**src/rtl/harvard_data_memory.sv**
```systemverilog
// Single-port 256 x 16 data memory behind the Harvard processor's data port.
// A sequential dump engine can stream the whole array out after the program halts.
// A processor access always has priority over the dump for the one array port.
module harvard_data_memory #(
    parameter int unsigned ADDR_W = 8,
    parameter int unsigned DATA_W = 16,
    parameter int unsigned MAR_W  = 12
) (
    input  logic              clock,
    input  logic              reset,
    input  logic              clk_md,
    input  logic              wren,
    input  logic [MAR_W-1:0]  mar,
    input  logic [DATA_W-1:0] mbr,
    output logic [DATA_W-1:0] out_md,
    output logic              addr_err,
    input  logic              dump_start,
    output logic              dump_busy,
    output logic              dump_valid,
    output logic [ADDR_W-1:0] dump_addr,
    output logic [DATA_W-1:0] dump_data,
    output logic              dump_done
);

    localparam int unsigned Depth = 1 << ADDR_W;

    typedef enum logic [1:0] {
        StIdle,
        StRun,
        StDone
    } dump_state_e;

    logic [DATA_W-1:0] mem [Depth];

    logic              clk_md_q;
    logic [DATA_W-1:0] out_md_q, out_md_d;
    logic              addr_err_q, addr_err_d;

    dump_state_e       state_q, state_d;
    logic [ADDR_W-1:0] ptr_q, ptr_d;
    logic              busy_q, busy_d;
    logic              valid_q, valid_d;
    logic [ADDR_W-1:0] addr_q, addr_d;
    logic [DATA_W-1:0] data_q, data_d;
    logic              done_q, done_d;

    logic              access;
    logic              in_range;
    logic              mem_we;
    logic [ADDR_W-1:0] mem_addr;
    logic [DATA_W-1:0] mem_rdata;

    // One access per rising edge of the strobe, however long it stays high.
    assign access    = clk_md & ~clk_md_q;
    assign in_range  = (mar[MAR_W-1:ADDR_W] == '0);
    // The single array port goes to the processor whenever it accesses, else to the dump.
    assign mem_addr  = access ? mar[ADDR_W-1:0] : ptr_q;
    assign mem_rdata = mem[mem_addr];
    assign mem_we    = access & wren & in_range;

    // Array write; contents are deliberately left out of reset.
    always_ff @(posedge clock) begin
        if (mem_we) begin
            mem[mem_addr] <= mbr;
        end
    end

    // Processor read data and the sticky out-of-range flag.
    always_comb begin
        out_md_d   = out_md_q;
        addr_err_d = addr_err_q;
        if (access) begin
            if (!in_range) begin
                addr_err_d = 1'b1;
            end
            if (!wren) begin
                out_md_d = in_range ? mem_rdata : '0;
            end
        end
    end

    // Dump engine next state; a processor access stalls it for that cycle.
    always_comb begin
        state_d = state_q;
        ptr_d   = ptr_q;
        valid_d = 1'b0;
        addr_d  = addr_q;
        data_d  = data_q;
        done_d  = 1'b0;
        // Busy covers RUN and the DONE cycle itself, so it falls only once back in IDLE.
        busy_d  = (state_q != StIdle) | dump_start;
        unique case (state_q)
            StIdle: begin
                if (dump_start) begin
                    state_d = StRun;
                    ptr_d   = '0;
                end
            end
            StRun: begin
                if (!access) begin
                    valid_d = 1'b1;
                    addr_d  = ptr_q;
                    data_d  = mem_rdata;
                    // Stop on the last word instead of wrapping into a second pass.
                    if (ptr_q == {ADDR_W{1'b1}}) begin
                        state_d = StDone;
                    end else begin
                        ptr_d = ptr_q + ADDR_W'(1);
                    end
                end
            end
            StDone: begin
                done_d  = 1'b1;
                state_d = StIdle;
            end
            default: begin
                state_d = StIdle;
            end
        endcase
    end

    // State registers; reset aborts any dump in progress without a done pulse.
    always_ff @(posedge clock or negedge reset) begin
        if (!reset) begin
            clk_md_q   <= 1'b0;
            out_md_q   <= '0;
            addr_err_q <= 1'b0;
            state_q    <= StIdle;
            ptr_q      <= '0;
            busy_q     <= 1'b0;
            valid_q    <= 1'b0;
            addr_q     <= '0;
            data_q     <= '0;
            done_q     <= 1'b0;
        end else begin
            clk_md_q   <= clk_md;
            out_md_q   <= out_md_d;
            addr_err_q <= addr_err_d;
            state_q    <= state_d;
            ptr_q      <= ptr_d;
            busy_q     <= busy_d;
            valid_q    <= valid_d;
            addr_q     <= addr_d;
            data_q     <= data_d;
            done_q     <= done_d;
        end
    end

    assign out_md     = out_md_q;
    assign addr_err   = addr_err_q;
    assign dump_busy  = busy_q;
    assign dump_valid = valid_q;
    assign dump_addr  = addr_q;
    assign dump_data  = data_q;
    assign dump_done  = done_q;

endmodule
```
**config.mk**
```make
export PLATFORM = sky130hd
export DESIGN_NAME = harvard_data_memory
export DESIGN_NICKNAME = d
export VERILOG_FILES = /design/src/rtl/harvard_data_memory.sv
export SDC_FILE = /design/constraint.sdc
export NUM_CORES = 2
export LEC_CHECK = 0
export CAP_MARGIN = 40
export CORE_MARGIN = 2
export CORE_UTILIZATION = 40
export CTS_CLUSTER_DIAMETER = 200
export DETAILED_ROUTE_END_ITERATION = 6
export GPL_TIMING_DRIVEN = 0
export PLACE_DENSITY = 0.56
export SETUP_SLACK_MARGIN = 0.15
export SLEW_MARGIN = 20
export SYNTH_ARGS = -nofsm -noshare
export SYNTH_HDL_FRONTEND = slang
export SYNTH_SLANG_ARGS = --single-unit
```
**constraint.sdc**
```tcl
create_clock -name clock -period 3.6 [get_ports clock]
set_input_delay 0.72 -clock clock [delete_from_list [all_inputs] [get_ports clock]]
set_output_delay 0.72 -clock clock [all_outputs]
set_load 0.01 [all_outputs]
```
==> reports/summary.md <==
The worst pin sits at a relative slew slack of 35.1%. The synthesized design contains 4151 register bits. The worst setup path is captured at a register. Summed over its instances, the top area cell type makes up 80.6% of the synthesized netlist area.

Yosys instantiated no cell more often than sky130_fd_sc_hd__edfxtp_1. The detailed-route wire length per cell works out to 37.7 um. The first-pass GRT wire length is 761 mm, and the sum of routed wire length over all layers is 573 mm. Final worst-path setup slack: -0.850 ns.

Setup violations remaining at the end of the flow were counted as 2137. After detailed routing, the wire length on met1 is 207 mm. The cell count of the worst hold path was 1.

Hold is met by 0.109 ns. The floorplan step set the die width to 622 um. The kind of critical path was register to register. The initial antenna violation count is 31, and the biggest fanout along the worst timing path is 7.

The largest area contributor in the synthesized netlist was sky130_fd_sc_hd__edfxtp_1. The number of enable-type register cells in the synthesized netlist works out to 4096. The ratio of cells with drive above 1 in the final layout works out to 24.8%. Synthesis produced a netlist whose cell count is 8666.

The power density over the cells was 683 nW/um2; the area overhead of the layout relative to synthesis was 23.9%. The total congestion overflow after global routing came out at 0. The run gives 77 as the number of I/O pins. For the post-synth net total, the log shows 8700. The final reports fail on negative setup slack.

The net count reported at finish is 9851, and the deepest level of the CTS H-tree is 5. Sorting the synthesized cells by how often they occur yields 4096 x sky130_fd_sc_hd__edfxtp_1, 2048 x sky130_fd_sc_hd__a22oi_1, 1042 x sky130_fd_sc_hd__a21oi_1. Row generation in the floorplan step produced 226 rows. The final critical path takes up 124% of the cycle. The run gives 96.1k as the number of vias in the routed layout. Clock skew on the completed layout was measured at 0.0831 ns. Max-cap violations in this run came to 0. Dividing the synthesized area by the synthesized cell count gives 17.6 um2. After routing, the total negative slack on setup checks comes to -335.75 ns. The tools report the global-route usage over all layers as 28.6%.

The source-to-sink clock delay at the later pin of the worst-skew pair is 1.01 ns. After detailed routing, the number of vias per cell comes to 6.33. Timing would allow up to 225 MHz.

The tightest min-delay check is of the primary input to register type. Starting density of the core: 40.2%. TritonCTS built the clock tree.

Routed signal wires occupy layers up through met5. In the routed design, unresolved DRC markers number 0. End point of the critical path: dump_data[9]$_DFFE_PN0P_. The clock-pin transition on the worst setup and hold timing paths works out to 0.06 ns.

The longest clock path from root to sink contains 4 buffers. Leakage power total: 58.7 nW. The flow ran to the end, but the final reports show violations. Buffers inserted during clock tree synthesis total 416. The total half-perimeter wirelength after legalization and detailed placement is 401 mm. The terminus of the critical flop-to-flop path was dump_data[9]$_DFFE_PN0P_. The logs give 5.31 ns for the critical path arrival and -0.85 ns for the flop-to-flop setup slack. Number of buffer cells added on primary ports: 76. The logs give 0 for the final hold violation count and 7 for the number of detailed-route iterations in the first pass. At the end of routability-driven placement, the weighted congestion stood at 1.02. Counting every sink on the clock net gives 4151. Summed over all nets, wire length on met2 after detailed routing comes to 251 mm.

For this run, the number of Yosys warnings is 0. The number of filler instances in the final layout came out at 30.8k. For this run, the leading register cell type out of synthesis is sky130_fd_sc_hd__edfxtp_1. For the total length of routed met3 wires, the log shows 71.3 mm. In this run the clock root is driven by a sky130_fd_sc_hd__clkbuf_16. The tools report the first-iteration detailed-routing DRC count as 16.3k. The netlist area before placement is 153000 um2, and the height of the die is 622 um. The startpoint identified for the worst register-to-register timing path is clk_md_q$_DFF_PN0_. Time the worst path needs with I/O delays and setup: 4.45 ns. The tools report the pin count of the biggest net entering global routing as 109. The start point of the critical path was clk_md_q$_DFF_PN0_. The max-slew violation count is 0.

The worst register-to-register path has a depth of 14. The slew at the pin closest to its max-slew limit was 0.974 ns. The sequential element share of the synthesized area was 81.5%.

Setup repair after global routing could not meet its margin everywhere. For the number of nets with antenna violations after routing, the log shows 0. Yosys attributes the largest share of cell area to sky130_fd_sc_hd__edfxtp_1 81%, sky130_fd_sc_hd__a22oi_1 10%, sky130_fd_sc_hd__a21oi_1 3.4%. VDD sags by at most 449 uV.

The worst setup path is launched from a register. The tools report the area of the die as 387000 um2. For this run, asynchronously set or reset flops after synthesis account for 1.32%. The synthesized netlist contains 48 unique library cells. The placeable core area is 379000 um2.

The logs give 4.46 ns for the required time of the critical path and 91.1k for the via count of the first global-routing pass.
==> stage by stage <==
step | setup slack, ns | util, % | cell area (um2) | power, W | cells
final | -0.850 | 49.9 | 189000 | 0.129 | 15199
after global routing | -0.678 | 49.9 | 189000 | 0.131 | 15187
after CTS | -0.517 | 49.2 | 187000 | 0.127 | 15102
after detailed placement | -3.04 | 44.2 | 168000 | 0.0821 | 14241
after global placement | -8.30 | 42.1 | 160000 | 0.0806 | 13758
after floorplan | -0.0303 | - | 153000 | 0.0661 | 8666
==> per-layer routing <==
layer  track usage, %  up-vias
met5                0        -
met4             17.8       12
met3             8.26     1336
met2             42.7     6426
met1             36.9    49646
li1                 -    38721
==> worst min-delay path by stage <==
stage                                startpoint               endpoint  slack, ns
final                                    mbr[9]  mem[134][9]$_DFFE_PP_       0.11
after global routing                     mbr[9]  mem[134][9]$_DFFE_PP_        0.1
after CTS                                mbr[9]  mem[134][9]$_DFFE_PP_       0.05
after detailed placement  out_md[5]$_DFFE_PN0P_  out_md[5]$_DFFE_PN0P_       0.48
after global placement    out_md[5]$_DFFE_PN0P_  out_md[5]$_DFFE_PN0P_       0.47
after floorplan                           reset   addr_err$_DFFE_PN0P_       0.42
==> critical path: stages, from the launching register on <==
cell and delay (ns):
sky130_fd_sc_hd__dfrtp_1 0.42, sky130_fd_sc_hd__nand2b_4 0.18, sky130_fd_sc_hd__a31o_4 0.30, sky130_fd_sc_hd__buf_12 0.17, sky130_fd_sc_hd__clkbuf_16 0.16, sky130_fd_sc_hd__buf_16 0.15
sky130_fd_sc_hd__clkbuf_16 0.19, sky130_fd_sc_hd__buf_6 0.12, sky130_fd_sc_hd__a22oi_2 0.18, sky130_fd_sc_hd__a21oi_2 0.10, sky130_fd_sc_hd__o41ai_4 0.64, sky130_fd_sc_hd__nand4_1 0.75
sky130_fd_sc_hd__a2111oi_4 0.61, sky130_fd_sc_hd__buf_6 0.20, sky130_fd_sc_hd__a21oi_2 0.05
==> power breakdown <==
part           internal (W)  switching [W]  leakage (nW)
Clock                0.0241         0.0187          6.49
Combinational       0.00982         0.0232          14.7
Sequential           0.0532       0.000161          37.5
Total                0.0871         0.0421          58.7
==> flip-flops by register name, summed over array words and instances (netlist names) <==
name	count
addr_err	1
clk_md_q	1
dump_addr	8
dump_busy	1
dump_data	16
dump_done	1
dump_valid	1
mem	4096
out_md	16
ptr_q	8
state_q	2
==> final cells by class <==
cell class                      count  area [um2]  area share (%)
Timing Repair Buffer              735        9700            5.13
Multi-Input combinational cell   3856       30800            16.3
Tap cell                         5016        6280            3.32
Clock buffer                      490       10800            5.71
Inverter                            5        18.8         0.00992
Sequential cell                  4151      124000            65.7
Buffer                            652        4740            2.50
Clock inverter                    277        2500            1.32
Antenna cell                       17        42.5          0.0225
==> what timing repair did <==
item,4_1_cts,5_1_grt
resized for setup,1001,415
endpoints found under the hold margin,59,0
buffers inserted,89,55
gates cloned,4,8
setup endpoints to repair,4128,3260
pin swaps,145,127
hold buffers,2,0
==> cells by family (layout without fill, tap and decap cells) <==
kind of cell | Yosys count | count (layout) | share of synthesized area, %
DFF | 4151 | 4151 | 81.5
AOI/OAI and AO/OA | 3447 | 3447 | 15.6
buffers and inverters | 659 | 2159 | 1.78
and+or+nand+nor | 394 | 394 | 1.10
muxes | 10 | 10 | 0.0754
xor gates and xnor gates | 4 | 4 | 0.0229
adders and majority gates | 1 | 1 | 0.00819
other | 0 | 17 | 0
==> cell usage in the layout, fill, tap and decap left out, drive strengths merged, types with 2 or more instances in the layout <==
cell type	n
a31oi	4
buf	868
a22oi	2048
o21ai	20
and3	2
nand4	20
o31a	2
nor3b	4
o21bai	2
or3	4
clkdlybuf4s50	59
nor2	283
nand2b	10
clkinvlp	20
nand3b	10
clkdlybuf4s15	34
dfrtp	55
xnor2	3
edfxtp	4096
o41ai	256
a41oi	48
bufinv	36
nor2b	2
a21oi	1042
a2111oi	16
mux2	9
inv	20
clkinv	206
o31ai	6
clkbuf	913
a31o	2
nand2	39
dlygate4sd3	2
nand3	12
diode	17
(Power assumes the default switching activity.)
